$ cat config.mk
export PLATFORM = sky130hd
export DESIGN_NAME = ssd_scan_driver_flat
export DESIGN_NICKNAME = d
export VERILOG_FILES = /design/src/rtl/ssd_pkg.sv /design/src/rtl/ssd_scan_driver_if.sv /design/src/rtl/ssd_refresh_tick.sv /design/src/rtl/ssd_scan_driver.sv /design/src/flat_wrapper.sv
export SDC_FILE = /design/constraint.sdc
export NUM_CORES = 1
export LEC_CHECK = 0
export ABC_AREA = 1
export CAP_MARGIN = 20
export CORE_MARGIN = 2
export CORE_UTILIZATION = 55
export DETAILED_ROUTE_END_ITERATION = 8
export PLACE_DENSITY = 0.79
export SYNTH_ARGS = -nofsm -noshare
export SYNTH_HDL_FRONTEND = slang
export SYNTH_HIERARCHICAL = 1
export SYNTH_SLANG_ARGS = --single-unit
$ cat constraint.sdc
create_clock -name clk -period 2.3 [get_ports clk]
set_input_delay 0.23 -clock clk [delete_from_list [all_inputs] [get_ports clk]]
set_output_delay 0.23 -clock clk [all_outputs]
set_load 0.02 [all_outputs]
$ cat src/rtl/ssd_pkg.sv
// Shared constants and types for the seven-segment scan driver.
package ssd_pkg;

  localparam int unsigned SSD_NUM_DIGITS = 8;

  typedef enum logic [0:0] {
    IDLE,
    SCAN
  } scan_state_e;

  // Anodes are active-low; this is the per-anode "dark" level, replicated across the bus.
  localparam logic AN_ALL_OFF = 1'b1;

endpackage

$ cat src/rtl/ssd_scan_driver_if.sv
// Word-load handshake between upstream logic and the scan driver.
interface ssd_scan_driver_if #(
  parameter int unsigned NUM_DIGITS = 8
) ();

  logic [4*NUM_DIGITS-1:0] data_in;
  logic                    data_valid;
  logic                    data_ready;

  modport master (
    output data_in,
    output data_valid,
    input  data_ready
  );

  modport slave (
    input  data_in,
    input  data_valid,
    output data_ready
  );

endinterface

$ cat src/rtl/ssd_refresh_tick.sv
// Free-running prescaler with clear/enable; pulses tick on the terminal count.
module ssd_refresh_tick #(
  parameter int unsigned REFRESH_DIV = 100000
) (
  input  logic clk,
  input  logic rst,
  input  logic clear,
  input  logic enable,
  output logic tick
);

  localparam int unsigned DIV_W = (REFRESH_DIV > 1) ? $clog2(REFRESH_DIV) : 1;
  localparam logic [DIV_W-1:0] TERM = DIV_W'(REFRESH_DIV - 1);

  logic [DIV_W-1:0] cnt_q, cnt_d;

  assign tick = enable && !clear && (cnt_q == TERM);

  always_comb begin
    cnt_d = cnt_q;
    if (clear) begin
      cnt_d = '0;
    end else if (enable) begin
      cnt_d = (cnt_q == TERM) ? '0 : cnt_q + 1'b1;
    end
  end

  always_ff @(posedge clk) begin
    if (rst) begin
      cnt_q <= '0;
    end else begin
      cnt_q <= cnt_d;
    end
  end

endmodule

$ cat src/rtl/ssd_scan_driver.sv
// Time-multiplexed scan driver for a common-anode seven-segment display with a
// one-deep pending word that is committed only on frame boundaries.
module ssd_scan_driver
  import ssd_pkg::*;
#(
  parameter int unsigned NUM_DIGITS  = SSD_NUM_DIGITS,
  parameter int unsigned REFRESH_DIV = 100000
) (
  input  logic                  clk,
  input  logic                  rst,
  ssd_scan_driver_if.slave      bus,
  input  logic                  display_en,
  input  logic                  lz_blank_en,
  output logic [3:0]            nibble,
  output logic                  digit_blank,
  output logic [NUM_DIGITS-1:0] an,
  output logic                  frame_tick
);

  localparam int unsigned IDX_W  = (NUM_DIGITS > 1) ? $clog2(NUM_DIGITS) : 1;
  localparam int unsigned WORD_W = 4 * NUM_DIGITS;
  localparam logic [IDX_W-1:0] LAST_IDX = IDX_W'(NUM_DIGITS - 1);

  // Bit i set when nibbles i..NUM_DIGITS-1 are all zero.
  function automatic logic [NUM_DIGITS-1:0] lz_mask(input logic [WORD_W-1:0] word);
    logic [NUM_DIGITS-1:0] mask;
    logic                  all_zero;
    all_zero = 1'b1;
    mask     = '0;
    for (int i = int'(NUM_DIGITS) - 1; i >= 0; i--) begin
      all_zero = all_zero && (word[4*i +: 4] == 4'h0);
      mask[i]  = all_zero;
    end
    return mask;
  endfunction

  scan_state_e           state_q, state_d;
  logic [IDX_W-1:0]      idx_q, idx_d;
  logic [WORD_W-1:0]     active_q, active_d;
  logic [WORD_W-1:0]     pending_q;
  logic                  pending_full_q, pending_full_d;
  logic                  accept, commit, wrap, tick, out_on;
  logic [NUM_DIGITS-1:0] zero_mask;
  logic [3:0]            nibble_d;
  logic                  blank_d;
  logic [NUM_DIGITS-1:0] an_d;

  ssd_refresh_tick #(
    .REFRESH_DIV (REFRESH_DIV)
  ) u_refresh_tick (
    .clk    (clk),
    .rst    (rst),
    .clear  (state_q != SCAN),
    .enable (state_q == SCAN),
    .tick   (tick)
  );

  assign bus.data_ready = !pending_full_q;
  assign accept         = bus.data_valid && !pending_full_q;

  always_comb begin
    state_d = state_q;
    idx_d   = idx_q;
    commit  = 1'b0;
    wrap    = 1'b0;
    unique case (state_q)
      IDLE: begin
        idx_d  = '0;
        commit = pending_full_q;
        if (display_en) begin
          state_d = SCAN;
        end
      end
      SCAN: begin
        if (!display_en) begin
          state_d = IDLE;
          idx_d   = '0;
        end else if (tick) begin
          if (idx_q == LAST_IDX) begin
            idx_d  = '0;
            wrap   = 1'b1;
            commit = pending_full_q;
          end else begin
            idx_d = idx_q + 1'b1;
          end
        end
      end
      default: state_d = IDLE;
    endcase
  end

  // Commit needs pending_full_q=1, so ready is low and accept cannot coincide.
  always_comb begin
    pending_full_d = pending_full_q;
    if (accept) begin
      pending_full_d = 1'b1;
    end else if (commit) begin
      pending_full_d = 1'b0;
    end
    active_d = commit ? pending_q : active_q;
  end

  assign out_on    = (state_q == SCAN) && display_en;
  assign zero_mask = lz_mask(active_q);

  always_comb begin
    nibble_d = 4'h0;
    blank_d  = 1'b1;
    an_d     = {NUM_DIGITS{AN_ALL_OFF}};
    if (out_on) begin
      nibble_d = active_q[4*idx_q +: 4];
      blank_d  = lz_blank_en && (idx_q != '0) && zero_mask[idx_q];
      for (int i = 0; i < int'(NUM_DIGITS); i++) begin
        an_d[i] = (idx_q == IDX_W'(i)) ? ~AN_ALL_OFF : AN_ALL_OFF;
      end
    end
  end

  always_ff @(posedge clk) begin
    if (rst) begin
      state_q        <= IDLE;
      idx_q          <= '0;
      active_q       <= '0;
      pending_q      <= '0;
      pending_full_q <= 1'b0;
      nibble         <= 4'h0;
      digit_blank    <= 1'b1;
      an             <= {NUM_DIGITS{AN_ALL_OFF}};
      frame_tick     <= 1'b0;
    end else begin
      state_q        <= state_d;
      idx_q          <= idx_d;
      active_q       <= active_d;
      pending_full_q <= pending_full_d;
      if (accept) begin
        pending_q <= bus.data_in;
      end
      nibble      <= nibble_d;
      digit_blank <= blank_d;
      an          <= an_d;
      frame_tick  <= wrap;
    end
  end

endmodule

$ cat src/flat_wrapper.sv
// flat-port wrapper written by rule: the top's interface ports become plain ports
module ssd_scan_driver_flat import ssd_pkg::*;
#(
  parameter int unsigned NUM_DIGITS  = SSD_NUM_DIGITS,
  parameter int unsigned REFRESH_DIV = 100000
)
  (clk, rst, display_en, lz_blank_en, nibble, digit_blank, an, frame_tick, bus_data_in, bus_data_valid, bus_data_ready);
  ssd_scan_driver_if #(.NUM_DIGITS(NUM_DIGITS)) bus_i ();
  input  logic clk;
  input  logic rst;
  input  logic display_en;
  input  logic lz_blank_en;
  output logic [3:0] nibble;
  output logic digit_blank;
  output logic [NUM_DIGITS-1:0] an;
  output logic frame_tick;
  input wire logic [$bits(bus_i.data_in)-1:0] bus_data_in;
  input wire logic [$bits(bus_i.data_valid)-1:0] bus_data_valid;
  output wire logic [$bits(bus_i.data_ready)-1:0] bus_data_ready;
  assign bus_i.data_in = bus_data_in;
  assign bus_i.data_valid = bus_data_valid;
  assign bus_data_ready = bus_i.data_ready;
  ssd_scan_driver #(.NUM_DIGITS(NUM_DIGITS), .REFRESH_DIV(REFRESH_DIV)) u_core (.clk(clk), .rst(rst), .bus(bus_i), .display_en(display_en), .lz_blank_en(lz_blank_en), .nibble(nibble), .digit_blank(digit_blank), .an(an), .frame_tick(frame_tick));
endmodule
# Word-level counts from Yosys, hierarchy flattened
# Cells that the tools add are included.
[word_totals] output_inout_bits=15 word_cells=76 reg_bits=100 in_bits=37 memories=0 ram_bits=0 latch_bits=0 mem_bits_ro=0
[classes] n_div=0 bitwise=4 mux=22 mul=0 add_sub_neg=2 n_lt_le_gt_ge=1 n_reduce_logical=27 shift=1 n_eq_ne=9
[op_table] cell="$logic_not A4 Y1" n=8
[op_table] cell="$shiftx A32 B6 Y4" n=1
[op_table] cell="$add A17 B1 Y17 const B" n=1
[op_table] cell="$eq A17 B17 Y1 const B" n=1
[op_table] cell="$mux W1" n=16
[op_table] cell="$eq A3 B3 Y1 const B" n=4
[op_table] cell="$logic_and A1 B1 Y1" n=12
[op_table] cell="$mux W3" n=3
[op_table] cell="$eq A3 B2 Y1 const B" n=2
[op_table] cell="$pmux W3 S2" n=1
[op_table] cell="$lt A3 B4 Y1 const B" n=1
[op_table] cell="$not A1 Y1" n=4
[op_table] cell="$reduce_or A4 Y1" n=1
[op_table] cell="$add A3 B1 Y3 const B" n=1
[op_table] cell="$bmux W1 S3" n=1
[op_table] cell="$eq A3 B1 Y1 const B" n=1
[op_table] cell="$logic_not A3 Y1" n=1
[op_table] cell="$ne A3 B3 Y1 const B" n=1
[op_table] cell="$reduce_bool A3 Y1" n=1
[op_table] cell="$reduce_or A3 Y1" n=1
[op_table] cell="$pmux W1 S2" n=1
[op_table] cell="$reduce_bool A2 Y1" n=1
[op_table] cell="$reduce_or A2 Y1" n=1
[op_table] cell="$logic_not A1 Y1" n=1

# Logic depth before layout (Yosys ltp)
# Gate-level depths: netlist (run 1).
[depth] depth_word=11 depth_mapped=13 depth_no_buf=12

# Hierarchy
# The synthesis (run 1) kept the hierarchy.
[modules_own_cells] mod="ssd_scan_driver" n_inst=1 cells_per_inst=441 area_each_um2=3255.6 seq_area_each_um2=1661.6
[modules_own_cells] mod="ssd_refresh_tick" n_inst=1 cells_per_inst=143 area_each_um2=928.4 seq_area_each_um2=340.3

# Least setup slack after synthesis (run 1)
# No wires, ideal clock.
[synth_path] kind="reg2reg" startpoint="reg u_core.u_refresh_tick.cnt_q[0]" endpoint="reg u_core.active_q[10]" slack_ps=359 setup_time_ps=116 n_path_buf=1 period_less_slack_ps=1941 path_stages_with_launch=12 required_ps=2184 arrival_time_ps=1825 path_cell_list="dfxtp_1 > ha_1 > nand2_2 > nor2_4 > nand3_1 > nor2_1 > nand2_2 > o21ai_2 > nand2_2 > clkbuf_2 > o21ai_0 > nor2_1"
[synth_between] elab_chain_cells=5
[synth_lines] element="start: declaration" line="ssd_refresh_tick.sv:15" source="logic [DIV_W-1:0] cnt_q, cnt_d;"
[synth_lines] element="start signal: assignment" line="ssd_refresh_tick.sv:32" source="cnt_q <= cnt_d;"
[synth_lines] element="$eq A17 B17 Y1" line="ssd_refresh_tick.sv:17" source="assign tick = enable && !clear && (cnt_q == TERM);"
[synth_lines] element="$logic_and A1 B1 Y1" line="ssd_refresh_tick.sv:17"
[synth_lines] element="via u_core.tick" line="ssd_scan_driver.sv:42" source="logic accept, commit, wrap, tick, out_on;"
[synth_lines] element="$mux W1" line="ssd_scan_driver.sv:78" source="end else if (tick) begin"
[synth_lines] element="$mux W1" line="ssd_scan_driver.sv:75" source="if (!display_en) begin"
[synth_lines] element="$pmux W1 S2" line="ssd_scan_driver.sv:66" source="unique case (state_q)"
[synth_lines] element="end signal: assignment" line="ssd_scan_driver.sv:133" source="active_q <= active_d;"
[synth_lines] element="end: declaration" line="ssd_scan_driver.sv:39" source="logic [WORD_W-1:0] active_q, active_d;"
# The timed path passes the listed nets, and every way through them passes these cells.
# A chain may end at the register's enable or synchronous reset.

# Worst setup path in the final report (run 1)
[layout_path] startpoint="reg u_core.u_refresh_tick.cnt_q[0]" endpoint="reg u_core.active_q[3]"
# The elaborated chain is that of the path after synthesis.

==> results.cfg, run 1 <==
[synthesis]
yosysMostFrequentCell = nor2_1
netlist_top_cells_count = nor2_1 (183), dfxtp_1 (100), nand2_1 (81)
synth-edff-count = 0
yosysSeqAreaShare_pct = 47.85
synth_largest_area_cell = dfxtp_1
avgSynthCellArea_um2 = 7.164
async_flop_share_pct = 0
synth_area_um2 = 4184
synthDistinctLibCells = 29
syn_nets = 628
synth_top_area_share_pct = 47.85
ys_warn_count = 6
synthCells = 584
synth.area.top_cells = dfxtp_1 (48%), nor2_1 (16%), o21ai_0 (9.0%), nand2_1 (7.3%), inv_1 (3.2%)
yosys_register_bits = 100
synthFlopType = dfxtp_1

[setup_path]
crit_top_cell = nand2_2
required_ps = 2560
max_stage_delay_ps = 400
arrival_ps = 2400
path_buf_inv = 1
slowest_stage = dfxtp_1
path_cells = ha_1, nand2_2, nor2_4, nand3_1, nor2_2, nand2_2, o21ai_2, nand2_2, buf_4, o21ai_0, nor2_1
cp_top_family = simple AND/OR/NAND/NOR gates
critPathKind = flip-flop to flip-flop
worstSetupStartpointType = flip-flop
crit_fanout = 40
cp-end-kind = flip-flop

[pwr]
leakage_nw = 2.016
max-vdd-ir-drop_uv = 444.1
power_density_nw_per_um2 = 679.3

[sta]
skew_ps = 11.36
fin_crit_ps = 2137
maxSlewViolCount = 0
tightest_slew_ps = 897.2
hold_viol = 0
relSlewSlack_pct = 40.12
setup_viol = 0
finalCritPeriodShare_pct = 92.91
setup_tns_ps = 0
fmax_mhz = 468.0

[grt]
antenna_found_initial = 0
grt_use_total_pct = 23.53
grt-ovfl-total = 0
grt_max_degree = 41
first_global_vias = 3573
grt_pass1_wl_um = 15990

[clock_tree]
numCtsBuffers = 9
clock_path_buffers = 2
cts-root-buf = clkbuf_8
insertion_delay_ps = 360
cts-hold-fix-buffers = 0
cts_sinks = 100
h-tree-depth = 3
clk_transition_reported_paths_ps = 100
tritoncts = done

[final_layout]
final_util_pct = 68.33
final_nets = 675
syn_to_final_growth_pct = 19.08
num_antenna_cells = 0
nFillCells = 659
final_layout_size_suffix_gt1_share_pct = 5.818
design_area_um2 = 4982

[placement]
port_buffers = 51
dpl.hpwl_um = 6599
gp_congestion = 0.8907
place_area_um2 = 4773

[routing]
drc = 0
wl_per_cell_um = 12.55
drtIter0Drc = 211
wirelength_um = 9223
antenna_left = 0
vias = 3779
drt_pass1_iterations = 5
via_per_inst = 5.141

[die]
fp.dieW_um = 91.22
coreArea_um2 = 7292
die_y_um = 91.22
initial_core_util_pct = 57.38
ios = 52
die_area_um2 = 8321
fp-row-count = 31

[job]
maxCapViolations = 0

[worst_hold_path]
hp-class = input port to flip-flop

[status]
outcome = finished clean
## layer usage
layer  GRT usage [%]  part of all wire, %
met1           30.83                   48
met2           37.65                   45
met3           5.643                  4.8
met4           8.965                  2.4
met5               0                    0
## report_power, final
| group | leakage [nW] | switching, mW | total (mW) | internal, mW |
|---|---|---|---|---|
| registers | 0.819 | 0.0599 | 1.89 | 1.83 |
| logic | 1.10 | 0.202 | 0.359 | 0.157 |
| clock network | 0.0980 | 0.620 | 1.14 | 0.517 |
## timing repair
item                                    CTS  global route
gates resized for setup                   0             2
setup buffers                             0             0
endpoints found under the setup margin    0             9
## through the flow
stage / hold WS (ps) / setup WS [ps] / power [mW] / cells
after floorplan: 308.5 / 359.0 / 2.144 / 584
after global placement: 452.3 / 309.8 / 2.269 / 719
after detailed placement: 467.6 / 197.8 / 2.280 / 719
after CTS: 418.2 / 181.8 / 3.409 / 735
after global routing: 421.9 / -11.33 / 3.545 / 735
final: 437.5 / 163.0 / 3.384 / 735
## placed cells by master, fill, tap and decap left out, types with 2 or more instances in the layout
cell,instances
nor2_2,4
nor3b_1,2
clkinv_4,2
a211oi_1,2
o21ai_0,74
nor2_4,2
xnor2_1,3
ha_1,7
nand2_1,81
o22ai_1,4
nor2_1,182
clkinvlp_4,2
clkbuf_8,9
xor2_1,3
dfxtp_1,100
nand3_1,10
buf_4,7
clkdlybuf4s50_1,51
nand4_1,5
a21oi_1,18
o21bai_1,3
o21ai_1,15
inv_1,36
nand2_2,4
## path summary, 6_finish.rpt
path	from	to	cells past startpoint	slack [ps]
hold / removal	bus_data_in[3]	u_core/pending_q[3]	3	440
setup reg to reg	u_core/u_refresh_tick/cnt_q[0]	u_core/active_q[3]	11	160
setup / recovery	u_core/u_refresh_tick/cnt_q[0]	u_core/active_q[3]	11	160
hold reg to reg	u_core/active_q[26]	u_core/active_q[26]	2	480
## logic make-up (layout without fill, tap and decap cells)
group           count (synthesis)  count (layout)  synth area share (%)
compound gates                117             117                 14.50
xor+xnor                        6               6                 1.256
fa+ha+maj                       7               7                 2.093
buf+inv                        62             114                 6.369
flops                         100             100                 47.85
mux                             1               1                0.2392
simple gates                  291             291                 27.69
## area by class of cell
class                      instances  area (µm²)  area share (%)
sequential                       100        2002           40.18
inverter                          39       148.9           2.988
multi-input combinational        422        1918           38.50
clock inverter                     7       82.58           1.657
clock buffer                       9       123.9           2.486
timing repair buffer              59       583.1           11.70
tap                               99       123.9           2.486
## sequential cells by signal, summed over array words and instances, names as in the netlist
signal / flops
u_core/pending_full_q: 1
u_core/nibble: 4
u_core/digit_blank: 1
u_core/pending_q: 32
u_core/idx_q: 3
u_core/active_q: 32
u_core/an: 8
u_core/frame_tick: 1
u_core/u_refresh_tick/cnt_q: 17
u_core/state_q: 1
## worst reg2reg max path, cell delays in order, from the launching register on
cell and delay (ps):
dfxtp_1 400, ha_1 220, nand2_2 100, nor2_4 140
nand3_1 160, nor2_2 160, nand2_2 90, o21ai_2 150
nand2_2 90, buf_4 260, o21ai_0 220, nor2_1 60
No activity file was read; power rests on OpenSTA's default activity.
==> run 2: changes to the inputs <==
--- a/config.mk
+++ b/config.mk
@@ -11,6 +11,7 @@
 export CORE_UTILIZATION = 55
 export DETAILED_ROUTE_END_ITERATION = 8
 export PLACE_DENSITY = 0.79
+export SLEW_MARGIN = 20
 export SYNTH_ARGS = -nofsm -noshare
 export SYNTH_HDL_FRONTEND = slang
 export SYNTH_HIERARCHICAL = 1
==> results of run 2 <==
Same layout as run 1: the final DEF is identical, and so are final timing and power.
==> run 3: changes to the inputs <==
--- a/config.mk
+++ b/config.mk
@@ -8,9 +8,9 @@
 export ABC_AREA = 1
 export CAP_MARGIN = 20
 export CORE_MARGIN = 2
-export CORE_UTILIZATION = 55
+export CORE_UTILIZATION = 45
 export DETAILED_ROUTE_END_ITERATION = 8
-export PLACE_DENSITY = 0.79
+export PLACE_DENSITY = 0.67
 export SLEW_MARGIN = 20
 export SYNTH_ARGS = -nofsm -noshare
 export SYNTH_HDL_FRONTEND = slang
==> constraint.sdc (replaced) <==
create_clock -name clk -period 2.3 [get_ports clk]
set_input_delay 0.23 -clock clk [delete_from_list [all_inputs] [get_ports clk]]
set_output_delay 0.23 -clock clk [all_outputs]
set_load 0.01 [all_outputs]
==> run 3 against run 2 <==
Wire length fell by 2.1%. Total power fell by 1.6%. Core utilization fell by 13 points. Sequential share of layout area fell by 0.26 points. Critical path depth did not move. Sequential power barely moved. Hold slack got worse by 3.9 ps. First-iteration DRC count fell by 48%. Maximum frequency rose by 4.4%. Die area rose by 21%. Non-clock buffer count rose by 2. Critical path type unchanged. Critical endpoint is now u_core/active_q[15]. Largest power group unchanged.
==> results.cfg, run 3 (same netlist as run 1, synthesis figures left out) <==
[status]
outcome = finished clean

[setup_path]
startpoint = u_core/u_refresh_tick/cnt_q[0]
crit_fanout = 32
slowest_stage = dfxtp_1
critPathKind = flip-flop to flip-flop
worstReg2RegStart = u_core/u_refresh_tick/cnt_q[0]
reg2reg_to = u_core/active_q[15]
required_ps = 2560
worstSetupStartpointType = flip-flop
worst_r2r_path_depth = 11
reg2reg_slack_ps = 250
arrival_ps = 2310
path_buf_inv = 1
cp_top_family = simple AND/OR/NAND/NOR gates
max_stage_delay_ps = 400
cp-end-kind = flip-flop
path_cells = ha_1, nand2_2, nor2_4, nand3_1, nor2_1, nand2_2, o21ai_2, nand2_4, buf_12, o21ai_0, nor2_1

[routing]
drtIter0Drc = 109
drc = 0
wirelength_um = 9029
wl_per_cell_um = 12.05
drt_pass1_iterations = 4
antenna_left = 0
via_per_inst = 4.941
vias = 3701

[grt]
grt_max_degree = 44
grt_use_total_pct = 18.87
first_global_vias = 3376
grt_pass1_wl_um = 15360
antenna_found_initial = 0
grt-ovfl-total = 0

[job]
maxCapViolations = 0

[sta]
maxSlewViolCount = 0
relSlewSlack_pct = 41.90
tightest_slew_ps = 870.5
fmax_mhz = 488.4
skew_ps = 13.94
fin_crit_ps = 2048
hold_viol = 0
setup_tns_ps = 0
finalCritPeriodShare_pct = 89.02
grt_setup_unrepaired = no
setup_viol = 0
whs_ps = 433.6

[placement]
port_buffers = 51
gp_congestion = 0.8538
dpl.hpwl_um = 6595

[die]
die_area_um2 = 10090
fp-row-count = 35
die_y_um = 100.4
coreArea_um2 = 9109
ios = 52
initial_core_util_pct = 45.93
fp.dieW_um = 100.4

[clock_tree]
postCtsSetupRepairBufs = 0
clock_path_buffers = 2
tritoncts = done
cts-root-buf = clkbuf_8
h-tree-depth = 3
clk_transition_reported_paths_ps = 110
insertion_delay_ps = 360
cts_resized = 0
cts_sinks = 100
cts-hold-fix-buffers = 0
numCtsBuffers = 9

[worst_hold_path]
hold_start = bus_data_in[5]
worstHoldEndpoint = u_core/pending_q[5]
holdPathStages = 3
hp-class = input port to flip-flop

[final_layout]
final_nets = 677
final_util_pct = 55.05
reg_top3 = u_core/active_q x32, u_core/pending_q x32, u_core/u_refresh_tick/cnt_q x17
final_layout_size_suffix_gt1_share_pct = 5.956
final_common_cell = nor2_1
num_antenna_cells = 0
final_cell_mix = nor2_1 (183), dfxtp_1 (100), nand2_1 (81)
syn_to_final_growth_pct = 19.86

[pwr]
p_sw_share_pct = 27.57
p_total_mw = 3.330
max-vdd-ir-drop_uv = 353.6
leakage_nw = 2.032
pwr-share-clk_pct = 32.5
p_sw_mw = 0.9180
p_comb_share_pct = 10.7
internal_power_mw = 2.412
power_density_nw_per_um2 = 664.0
p_seq_share_pct = 56.8
## run 3: cell count changes in the layout (fill, tap and decap cells not counted), sizes merged
cell and change:
buf +2, bufinv -1, clkinv +1, clkinvlp -1, inv +1
## run 3: worst max-delay path by stage
stage                                     end  cells after the start
after floorplan           u_core/active_q[10]                     11
after global placement    u_core/active_q[10]                     11
after detailed placement   u_core/active_q[8]                     11
after CTS                  u_core/active_q[8]                     11
after global routing      u_core/active_q[13]                     11
final                     u_core/active_q[15]                     11
## run 3: power by group through the flow
| stage | Sequential [mW] | Clock (mW) | Combinational, mW |
|---|---|---|---|
| 2_1_floorplan | 1.91 | 0 | 0.233 |
| 3_3_place_gp | 1.93 | 0 | 0.346 |
| 3_5_place_dp | 1.93 | 0 | 0.353 |
| 4_1_cts | 1.89 | 1.12 | 0.356 |
| 5_1_grt | 1.90 | 1.19 | 0.409 |
| 6_report | 1.89 | 1.08 | 0.355 |
## run 3: worst min-delay path: stages
cell	delay [ps]
clkdlybuf4s50_1	390
nor2_1	100
nor2_1	50
## run 3: cell type report
type / count / area [µm²]
timing repair buffer: 61 / 610.6
clock inverter: 7 / 70.07
inverter: 39 / 148.9
sequential: 100 / 2002
fill: 898 / 4094
clock buffer: 9 / 123.9
multi-input combinational: 422 / 1921
tap: 111 / 138.9
## run 3: per-stage QoR
step | instance area (µm²) | worst slack, ps | instances
after CTS | 5010 | 209.6 | 749
final | 5015 | 252.5 | 749
after floorplan | 4184 | 359.0 | 584
after global routing | 5015 | 50.61 | 749
after detailed placement | 4816 | 226.9 | 733
after global placement | 4816 | 324.2 | 733
## run 3: routing by layer
layer	GRT usage, %	vias to the layer above	wire, µm
met5	0	-	0
met4	6.006	0	68
met3	3.830	6	390
met2	29.32	80	4000
met1	26.37	1650	4568
li1	-	1965	-
